--- config.mk ---
export PLATFORM = sky130hd
export DESIGN_NAME = alu_result_decoder_flat
export DESIGN_NICKNAME = d
export VERILOG_FILES = /design/src/rtl/alu_result_decoder_pkg.sv /design/src/rtl/alu_result_decoder_if.sv /design/src/rtl/seg_scan_4digit.sv /design/src/rtl/alu_result_decoder.sv /design/src/flat_wrapper.sv
export SDC_FILE = /design/constraint.sdc
export NUM_CORES = 1
export LEC_CHECK = 0
export BUFFER_PORTS_ARGS = -buffer_cell sky130_fd_sc_hd__buf_2
export CAP_MARGIN = 30
export CELL_PAD_IN_SITES_DETAIL_PLACEMENT = 1
export CELL_PAD_IN_SITES_GLOBAL_PLACEMENT = 2
export CORE_MARGIN = 5
export CORE_UTILIZATION = 30
export CTS_BUF_LIST = sky130_fd_sc_hd__clkbuf_16
export CTS_CLUSTER_DIAMETER = 200
export CTS_CLUSTER_SIZE = 25
export DETAILED_ROUTE_END_ITERATION = 6
export HOLD_SLACK_MARGIN = 0.03
export PLACE_DENSITY = 0.68
export SLEW_MARGIN = 10
export SYNTH_ARGS = -nofsm -noshare
export SYNTH_HDL_FRONTEND = slang
export SYNTH_HIERARCHICAL = 1
export SYNTH_SLANG_ARGS = --single-unit
--- constraint.sdc ---
create_clock -name clk -period 3.3 [get_ports clk]
set_input_delay 0.165 -clock clk [delete_from_list [all_inputs] [get_ports clk]]
set_output_delay 0.165 -clock clk [all_outputs]
set_load 0.02 [all_outputs]
--- src/rtl/alu_result_decoder_pkg.sv ---
// Package calc_pkg: shared constants for the ALU result decoder slice.
//  - MAX_MAG            largest magnitude that fits on four decimal digits
//  - ST_*               decoder FSM state encoding
//  - SEG_MINUS/BLANK    active-low segment patterns {g..a}
//  - bcd_to_seg()       BCD digit to active-low 7-segment pattern
package calc_pkg;

  localparam int MAX_MAG = 9999;

  localparam logic [1:0] ST_IDLE  = 2'd0;
  localparam logic [1:0] ST_LOAD  = 2'd1;
  localparam logic [1:0] ST_SHIFT = 2'd2;
  localparam logic [1:0] ST_DONE  = 2'd3;

  localparam logic [6:0] SEG_MINUS = 7'b0111111;
  localparam logic [6:0] SEG_BLANK = 7'b1111111;

  // Non-decimal nibbles render blank rather than a hex glyph.
  function automatic logic [6:0] bcd_to_seg(input logic [3:0] digit);
    logic [6:0] pattern;
    case (digit)
      4'd0:    pattern = 7'b1000000;
      4'd1:    pattern = 7'b1111001;
      4'd2:    pattern = 7'b0100100;
      4'd3:    pattern = 7'b0110000;
      4'd4:    pattern = 7'b0011001;
      4'd5:    pattern = 7'b0010010;
      4'd6:    pattern = 7'b0000010;
      4'd7:    pattern = 7'b1111000;
      4'd8:    pattern = 7'b0000000;
      4'd9:    pattern = 7'b0010000;
      default: pattern = SEG_BLANK;
    endcase
    return pattern;
  endfunction

endpackage

--- src/rtl/alu_result_decoder_if.sv ---
// Interface between the calculator ALU and the result decoder.
//  in_valid/in_ready/in_value/in_overflow : result handshake (ALU -> decoder)
//  out_valid/bcd/neg/err                  : converted result (decoder -> consumers)
//  master: ALU/consumer side, slave: decoder side.
interface alu_result_decoder_if #(
  parameter int WIDTH = 16
);
  logic             in_valid;
  logic             in_ready;
  logic [WIDTH-1:0] in_value;
  logic             in_overflow;
  logic             out_valid;
  logic [15:0]      bcd;
  logic             neg;
  logic             err;

  modport master (
    output in_valid, in_value, in_overflow,
    input  in_ready, out_valid, bcd, neg, err
  );

  modport slave (
    input  in_valid, in_value, in_overflow,
    output in_ready, out_valid, bcd, neg, err
  );
endinterface

--- src/rtl/seg_scan_4digit.sv ---
// Four-digit multiplexed 7-segment scanner (active-low segments and anodes).
// Ports:
//  clk, rst_n   clock, asynchronous active-low reset
//  bcd[15:0]    held {thousands,hundreds,tens,ones}
//  neg, err     held sign / not-displayable flags
//  seg[6:0]     segments {g..a}, active-low
//  an[3:0]      digit enables, active-low, an[3] = leftmost
// Build option LEADING_ZERO_BLANK_EN: blank leading zeros and place '-' just
// left of the most significant non-zero digit; otherwise all four digits show
// and the sign is not displayed.
module seg_scan_4digit
  import calc_pkg::*;
#(
  parameter int SCAN_DIV = 100000
) (
  input  logic        clk,
  input  logic        rst_n,
  input  logic [15:0] bcd,
  input  logic        neg,
  input  logic        err,
  output logic [6:0]  seg,
  output logic [3:0]  an
);
  localparam int DIV_W = $clog2(SCAN_DIV);

  logic [DIV_W-1:0] div_r;
  logic [1:0]       idx_r;
  logic             tick_s;
  logic [3:0]       nib_s;
  logic [6:0]       seg_next_s;
  logic [6:0]       seg_r;
  logic [3:0]       an_r;

  assign tick_s = (div_r == DIV_W'(SCAN_DIV - 1));
  assign nib_s  = bcd[{idx_r, 2'b00} +: 4];

`ifdef LEADING_ZERO_BLANK_EN
  logic [3:0] lead_s;
  logic [3:0] minus_pos_s;
  // lead_s[i]: digit i and everything left of it is zero (ones never blank).
  assign lead_s[3] = (bcd[15:12] == 4'd0);
  assign lead_s[2] = lead_s[3] & (bcd[11:8] == 4'd0);
  assign lead_s[1] = lead_s[2] & (bcd[7:4] == 4'd0);
  assign lead_s[0] = 1'b0;
  // Sign sits on the lowest blanked position; none exists for |value| >= 1000.
  assign minus_pos_s = lead_s & ~{lead_s[2:0], 1'b0};

  // Select the pattern for the digit being scanned.
  always_comb begin
    seg_next_s = bcd_to_seg(nib_s);
    if (err) begin
      seg_next_s = SEG_MINUS;
    end else if (neg && minus_pos_s[idx_r]) begin
      seg_next_s = SEG_MINUS;
    end else if (lead_s[idx_r]) begin
      seg_next_s = SEG_BLANK;
    end else begin
      seg_next_s = bcd_to_seg(nib_s);
    end
  end
`else
  logic unused_neg_s;
  assign unused_neg_s = neg;

  // Select the pattern for the digit being scanned.
  always_comb begin
    seg_next_s = bcd_to_seg(nib_s);
    if (err) begin
      seg_next_s = SEG_MINUS;
    end else begin
      seg_next_s = bcd_to_seg(nib_s);
    end
  end
`endif

  // Free-running divider and digit index, registered segment/anode outputs.
  always_ff @(posedge clk or negedge rst_n) begin
    if (!rst_n) begin
      div_r <= '0;
      idx_r <= 2'd0;
      seg_r <= bcd_to_seg(4'h0);
      an_r  <= 4'b1110;
    end else begin
      if (tick_s) begin
        div_r <= '0;
        idx_r <= idx_r + 2'd1;
      end else begin
        div_r <= div_r + DIV_W'(1);
      end
      seg_r <= seg_next_s;
      an_r  <= ~(4'b0001 << idx_r);
    end
  end

  assign seg = seg_r;
  assign an  = an_r;
endmodule

--- src/rtl/alu_result_decoder.sv ---
// ALU result decoder: accepts a signed result + overflow flag, converts the
// magnitude to four BCD digits by serial double-dabble, holds the result and
// drives a 4-digit multiplexed 7-segment display.
// Ports:
//  clk, rst_n   clock, asynchronous active-low reset
//  bus          alu_result_decoder_if.slave (in_* handshake, out_valid/bcd/neg/err)
//  seg[6:0]     segments {g..a}, active-low
//  an[3:0]      digit enables, active-low, an[3] = leftmost
// Build option LEADING_ZERO_BLANK_EN (display only, see seg_scan_4digit).
module alu_result_decoder
  import calc_pkg::*;
#(
  parameter int WIDTH    = 16,
  parameter int MAG_BITS = 14,
  parameter int SCAN_DIV = 100000
) (
  input  logic                clk,
  input  logic                rst_n,
  alu_result_decoder_if.slave bus,
  output logic [6:0]          seg,
  output logic [3:0]          an
);
  localparam int CNT_W = $clog2(MAG_BITS);

  logic [1:0]          state_r;
  logic [WIDTH-1:0]    value_r;
  logic                ovf_r;
  logic [15:0]         work_bcd_r;
  logic [MAG_BITS-1:0] work_mag_r;
  logic [CNT_W-1:0]    cnt_r;
  logic                neg_pend_r;
  logic                in_ready_r;
  logic                out_valid_r;
  logic [15:0]         bcd_r;
  logic                neg_r;
  logic                err_r;

  logic [WIDTH:0]      ext_s;
  logic [WIDTH:0]      mag_s;
  logic                load_err_s;
  logic [15:0]         adj_s;
  logic [15:0]         shift_bcd_s;
  logic [MAG_BITS-1:0] shift_mag_s;

  // One extra bit keeps the magnitude of the most negative value representable.
  assign ext_s      = {value_r[WIDTH-1], value_r};
  assign mag_s      = value_r[WIDTH-1] ? ((WIDTH+1)'(0) - ext_s) : ext_s;
  assign load_err_s = ovf_r | (mag_s > (WIDTH+1)'(MAX_MAG));

  // Double-dabble correction: add 3 to every nibble >= 5 before shifting.
  always_comb begin
    adj_s = work_bcd_r;
    for (int i = 0; i < 4; i++) begin
      if (work_bcd_r[4*i +: 4] >= 4'd5) begin
        adj_s[4*i +: 4] = work_bcd_r[4*i +: 4] + 4'd3;
      end else begin
        adj_s[4*i +: 4] = work_bcd_r[4*i +: 4];
      end
    end
  end

  assign shift_bcd_s = {adj_s[14:0], work_mag_r[MAG_BITS-1]};
  assign shift_mag_s = {work_mag_r[MAG_BITS-2:0], 1'b0};

  // Conversion FSM; held outputs are written on the edge entering DONE.
  always_ff @(posedge clk or negedge rst_n) begin
    if (!rst_n) begin
      state_r     <= ST_IDLE;
      value_r     <= '0;
      ovf_r       <= 1'b0;
      work_bcd_r  <= 16'h0000;
      work_mag_r  <= '0;
      cnt_r       <= '0;
      neg_pend_r  <= 1'b0;
      in_ready_r  <= 1'b1;
      out_valid_r <= 1'b0;
      bcd_r       <= 16'h0000;
      neg_r       <= 1'b0;
      err_r       <= 1'b0;
    end else begin
      case (state_r)
        ST_IDLE: begin
          if (bus.in_valid) begin
            value_r    <= bus.in_value;
            ovf_r      <= bus.in_overflow;
            in_ready_r <= 1'b0;
            state_r    <= ST_LOAD;
          end
        end
        ST_LOAD: begin
          if (load_err_s) begin
            bcd_r       <= 16'hFFFF;
            neg_r       <= 1'b0;
            err_r       <= 1'b1;
            out_valid_r <= 1'b1;
            state_r     <= ST_DONE;
          end else begin
            work_bcd_r <= 16'h0000;
            work_mag_r <= mag_s[MAG_BITS-1:0];
            neg_pend_r <= value_r[WIDTH-1];
            cnt_r      <= '0;
            state_r    <= ST_SHIFT;
          end
        end
        ST_SHIFT: begin
          work_bcd_r <= shift_bcd_s;
          work_mag_r <= shift_mag_s;
          cnt_r      <= cnt_r + CNT_W'(1);
          if (cnt_r == CNT_W'(MAG_BITS - 1)) begin
            bcd_r       <= shift_bcd_s;
            neg_r       <= neg_pend_r;
            err_r       <= 1'b0;
            out_valid_r <= 1'b1;
            state_r     <= ST_DONE;
          end
        end
        ST_DONE: begin
          out_valid_r <= 1'b0;
          in_ready_r  <= 1'b1;
          state_r     <= ST_IDLE;
        end
        default: begin
          out_valid_r <= 1'b0;
          in_ready_r  <= 1'b1;
          state_r     <= ST_IDLE;
        end
      endcase
    end
  end

  assign bus.in_ready  = in_ready_r;
  assign bus.out_valid = out_valid_r;
  assign bus.bcd       = bcd_r;
  assign bus.neg       = neg_r;
  assign bus.err       = err_r;

  seg_scan_4digit #(
    .SCAN_DIV (SCAN_DIV)
  ) u_scan (
    .clk   (clk),
    .rst_n (rst_n),
    .bcd   (bcd_r),
    .neg   (neg_r),
    .err   (err_r),
    .seg   (seg),
    .an    (an)
  );
endmodule

--- src/flat_wrapper.sv ---
// flat-port wrapper written by rule: the top's interface ports become plain ports
module alu_result_decoder_flat import calc_pkg::*;
#(
  parameter int WIDTH    = 16,
  parameter int MAG_BITS = 14,
  parameter int SCAN_DIV = 100000
)
  (clk, rst_n, seg, an, bus_in_valid, bus_in_value, bus_in_overflow, bus_in_ready, bus_out_valid, bus_bcd, bus_neg, bus_err);
  alu_result_decoder_if #(.WIDTH(WIDTH)) bus_i ();
  input  logic clk;
  input  logic rst_n;
  output logic [6:0] seg;
  output logic [3:0] an;
  input wire logic [$bits(bus_i.in_valid)-1:0] bus_in_valid;
  input wire logic [$bits(bus_i.in_value)-1:0] bus_in_value;
  input wire logic [$bits(bus_i.in_overflow)-1:0] bus_in_overflow;
  output wire logic [$bits(bus_i.in_ready)-1:0] bus_in_ready;
  output wire logic [$bits(bus_i.out_valid)-1:0] bus_out_valid;
  output wire logic [$bits(bus_i.bcd)-1:0] bus_bcd;
  output wire logic [$bits(bus_i.neg)-1:0] bus_neg;
  output wire logic [$bits(bus_i.err)-1:0] bus_err;
  assign bus_i.in_valid = bus_in_valid;
  assign bus_i.in_value = bus_in_value;
  assign bus_i.in_overflow = bus_in_overflow;
  assign bus_in_ready = bus_i.in_ready;
  assign bus_out_valid = bus_i.out_valid;
  assign bus_bcd = bus_i.bcd;
  assign bus_neg = bus_i.neg;
  assign bus_err = bus_i.err;
  alu_result_decoder #(.WIDTH(WIDTH), .MAG_BITS(MAG_BITS), .SCAN_DIV(SCAN_DIV)) u_core (.clk(clk), .rst_n(rst_n), .bus(bus_i), .seg(seg), .an(an));
endmodule
==> summary.md <==
| Metric | Value |
|---|---|
| Worst Tran Pin Value | `0.751 ns` |
| Worst Setup Slack, final | `0.105 ns` |
| Seq cells post-synth | `104` |
| Port buffer count | `50` |
| CTS Sinks | `104` |
| Total die area | `23600 um2` |
| Final antenna-violating net count | `0` |
| # diodes | `0` |
| Switching part of the total | `43.9%` |
| Pin count of the biggest net entering global routing | `54` |
| Site Rows | `52` |
| P_leak | `3.01 nW` |
| Gr ovfl total | `0` |
| WL per Instance | `17.9 um` |
| TritonCTS buffer count | `9` |
| Most common flop cell mapped by yosys | `dfrtp_1` |
| Ys Warns | `6` |
| Post-synth EDFFs | `0` |
| Layout cell share with drive strength beyond 1 | `22.3%` |
| CTS tree | `built` |
| Status | `finished, final reports clean` |
| Util after Layout | `35.3%` |
| Clk pwr share | `18.7%` |
| Switch Pwr | `2.47 mW` |
| Post-synth design cell area | `6190 um2` |
| Register area share after synthesis | `42.2%` |
| Share of the synthesized area in the top cell type | `40.0%` |
| First-pass GRT wire length | `28600 um` |
| CP required | `3.54 ns` |
| Clock latency of the later-clocked register in the worst-skew pair | `0.36 ns` |
| Worst hold path class | `input port to flop` |
| Comb pwr share | `48.7%` |
| Syn-to-layout area delta | `15.7%` |
| Worst setup EP type | `flop` |
| Worst Path Class, Setup | `flop to flop` |
| Syn avg cell area | `9.93 um2` |
| Final instance area | `7160 um2` |
| Dpl ws | `-0.0260 ns` |
| Root buf cell | `clkbuf_16` |
| Unique cell type count in the Yosys netlist | `71` |
| Critical path arrival | `3.44 ns` |
| Cells after DPL | `928` |
| Fmax | `313 MHz` |
| Die width | `154 um` |
| Iter 0 DRT Violations | `187` |
| Register clock-pin slew on the reported worst setup and hold paths | `0.08 ns` |
| Critical Path Source Type | `flop` |
| Gr usage total | `14.6%` |
| Final setup viols | `0` |
| Peak supply drop | `315 uV` |
| Final Hold Vio Count | `0` |
| Nets@finish | `724` |
| Pwr Total | `5.61 mW` |
| Final Max Tran Viols | `0` |
| Post-synth ARST share | `100%` |
| Initial Util | `30.5%` |
| Syn_nets | `670` |
| Vias | `5047` |
| Ranking of synthesized cells by area | `dfrtp_1 40%, ha_1 5.5%, mux2_2 3.1%, nor2_1 3.0%, nand3_1 2.4%` |
| Fin cells | `952` |
| CTS H-tree lvls | `3` |
| Area of the multi-input gates | `3260 um2` |
| Final period utilization | `96.8%` |
| Slew headroom | `49.9%` |
| Area of placed instances | `6770 um2` |
| Period minus WS final | `3.20 ns` |
| Drt pass-1 iters | `4` |
| Vias in the first global route | `5500` |
| Post-synth top area cell | `dfrtp_1` |
| Routability cong. | `0.789` |
| Synth Instances | `623` |
| Initial antenna violation count | `0` |
| Total internal power | `3.15 mW` |
| Skew final | `0.0137 ns` |
| Pwr Density | `784 nW/um2` |
| Clk buf depth | `2` |
| Vias/cell | `5.30` |
| WL final | `17000 um` |
| Fill count | `2316` |
| HPWL Detailed | `12000 um` |
| DRC viols | `0` |
| Sequential Power Share | `32.6%` |
| Register area | `2610 um2` |
| Max Cap Viol | `0` |
| CP max FO | `13` |
| Die Ht | `154 um` |
| I/O pin total | `51` |
| Core box area | `20300 um2` |
cells in the mapped netlist, types with 5 or more instances:
master / number
a22o_1: 8
nor2_1: 49
ha_1: 27
xnor2_1: 14
nand3b_1: 5
or3_1: 18
a31oi_1: 13
xor2_1: 16
o221a_1: 5
o221a_2: 8
o221ai_1: 11
nand3_1: 30
a221o_1: 6
dfrtp_1: 99
nor2b_1: 8
o2bb2ai_1: 6
a21oi_1: 19
mux2i_1: 10
mux2_2: 17
dfstp_2: 5
and3_1: 9
buf_2: 8
nor3_1: 17
inv_1: 39
a211oi_2: 11
nand2_1: 38
clkbuf_1: 22
o21ai_0: 28
placed cells by master, fill, tap and decap left out, drive strengths merged, types with 4 or more instances in the layout:
cell type    Yosys  final
and3             9      9
o221a           13     13
or3             18     18
nor2b            8      8
mux4             4      4
nor3            17     17
xor2            16     16
inv             39     41
clkbuf          23      9
dfstp            5      5
mux2i           10     10
o2bb2ai          6      6
dlygate4sd3      0      7
a31oi           13     13
o21ai           31     31
a221o            6      6
a22o             8      8
a211oi          11     11
nand3           30     30
nand3b           5      5
nand2           39     39
mux2            17     17
ha              27     27
o221ai          11     11
nor2            50     50
nor3b            4      4
a21oi           19     19
dfrtp           99     99
xnor2           14     14
buf             15     74
o211a            4      4
o41ai            4      4
final timing paths:
kind	startpoint	end	slack, ns	cells after the start
max	u_core/value_r[1]	u_core/work_bcd_r[3]	0.10	11
min	bus_in_value[14]	u_core/value_r[14]	0.04	2
max reg2reg	u_core/value_r[1]	u_core/work_bcd_r[3]	0.10	11
min reg2reg	u_core/u_scan/div_r[12]	u_core/u_scan/div_r[12]	0.50	1
max in group asynchronous	rst_n	u_core/bus.in_ready	2.07	3
min in group asynchronous	rst_n	u_core/work_bcd_r[11]	0.43	2
area by class of cell:
type | count | area share (%)
multi-input cells | 442 | 45.5
flip-flops and latches | 104 | 36.4
repair buffers | 81 | 7.37
well taps | 270 | 4.72
clock buffers | 9 | 3.14
inverters | 39 | 2.04
clock inverters | 7 | 0.751
metal layers:
metal	GRT usage, %	vias up	share of wire, %	routed length (um)
li1	-	2375	-	-
met1	18.5	2573	45	7670
met2	25.7	73	50	8520
met3	2.00	26	2.5	431
met4	5.17	0	2.4	412
met5	0	-	0	0
power by group through the flow:
stage	Sequential, mW	Clock (mW)	Combinational (mW)
5_1_grt	1.87	1.14	3.04
2_1_floorplan	1.83	0	1.90
3_5_place_dp	1.85	0	2.70
3_3_place_gp	1.83	0	2.62
4_1_cts	1.83	1.10	2.74
6_report	1.83	1.05	2.73
kinds of logic (layout without fill, tap and decap cells):
kind of cell | count (synthesis) | after routing | share of synthesized area [%]
AOI/OAI and AO/OA | 148 | 148 | 19.2
xor gates and xnor gates | 30 | 30 | 4.25
adders and majority gates | 27 | 27 | 5.46
buffers and inverters | 77 | 136 | 5.64
DFF | 104 | 104 | 42.2
muxes | 31 | 31 | 6.17
and+or+nand+nor | 206 | 206 | 17.2
sequential cells by signal, summed over array words and instances, names as in the netlist, 4 cells and up:
signal / flops
u_core/u_scan/div_r: 17
u_core/bus.bcd: 16
u_core/value_r: 16
u_core/work_bcd_r: 16
u_core/work_mag_r: 14
u_core/u_scan/seg: 7
u_core/cnt_r: 4
u_core/u_scan/an: 4
stage by stage:
| stage | TNS (ns) | hold slack [ns] |
|---|---|---|
| 2_1_floorplan | 0 | -0.131 |
| 5_1_grt | -0.00619 | 0.0366 |
| 3_3_place_gp | 0 | 0.269 |
| 6_report | 0 | 0.0394 |
| 3_5_place_dp | -0.0788 | 0.281 |
| 4_1_cts | 0 | 0.0302 |
critical path, stage by stage, from the launching register on:
cell and delay [ns]:
dfrtp_1 0.39, inv_1 0.06, ha_1 0.16, or4b_2 0.73
nor4_2 0.32, nand3_1 0.13, o311a_1 0.19, a311oi_4 0.27
buf_4 0.20, buf_4 0.21, nor2_1 0.08, a221o_1 0.35
what timing repair did:
item	4_1_cts	5_1_grt
resized for setup	2	3
hold buffers	7	0
pin swaps	0	1
setup buffers	0	1
endpoints found under the setup margin	4	20
endpoints found under the hold margin	53	0
(Power assumes the default switching activity.)
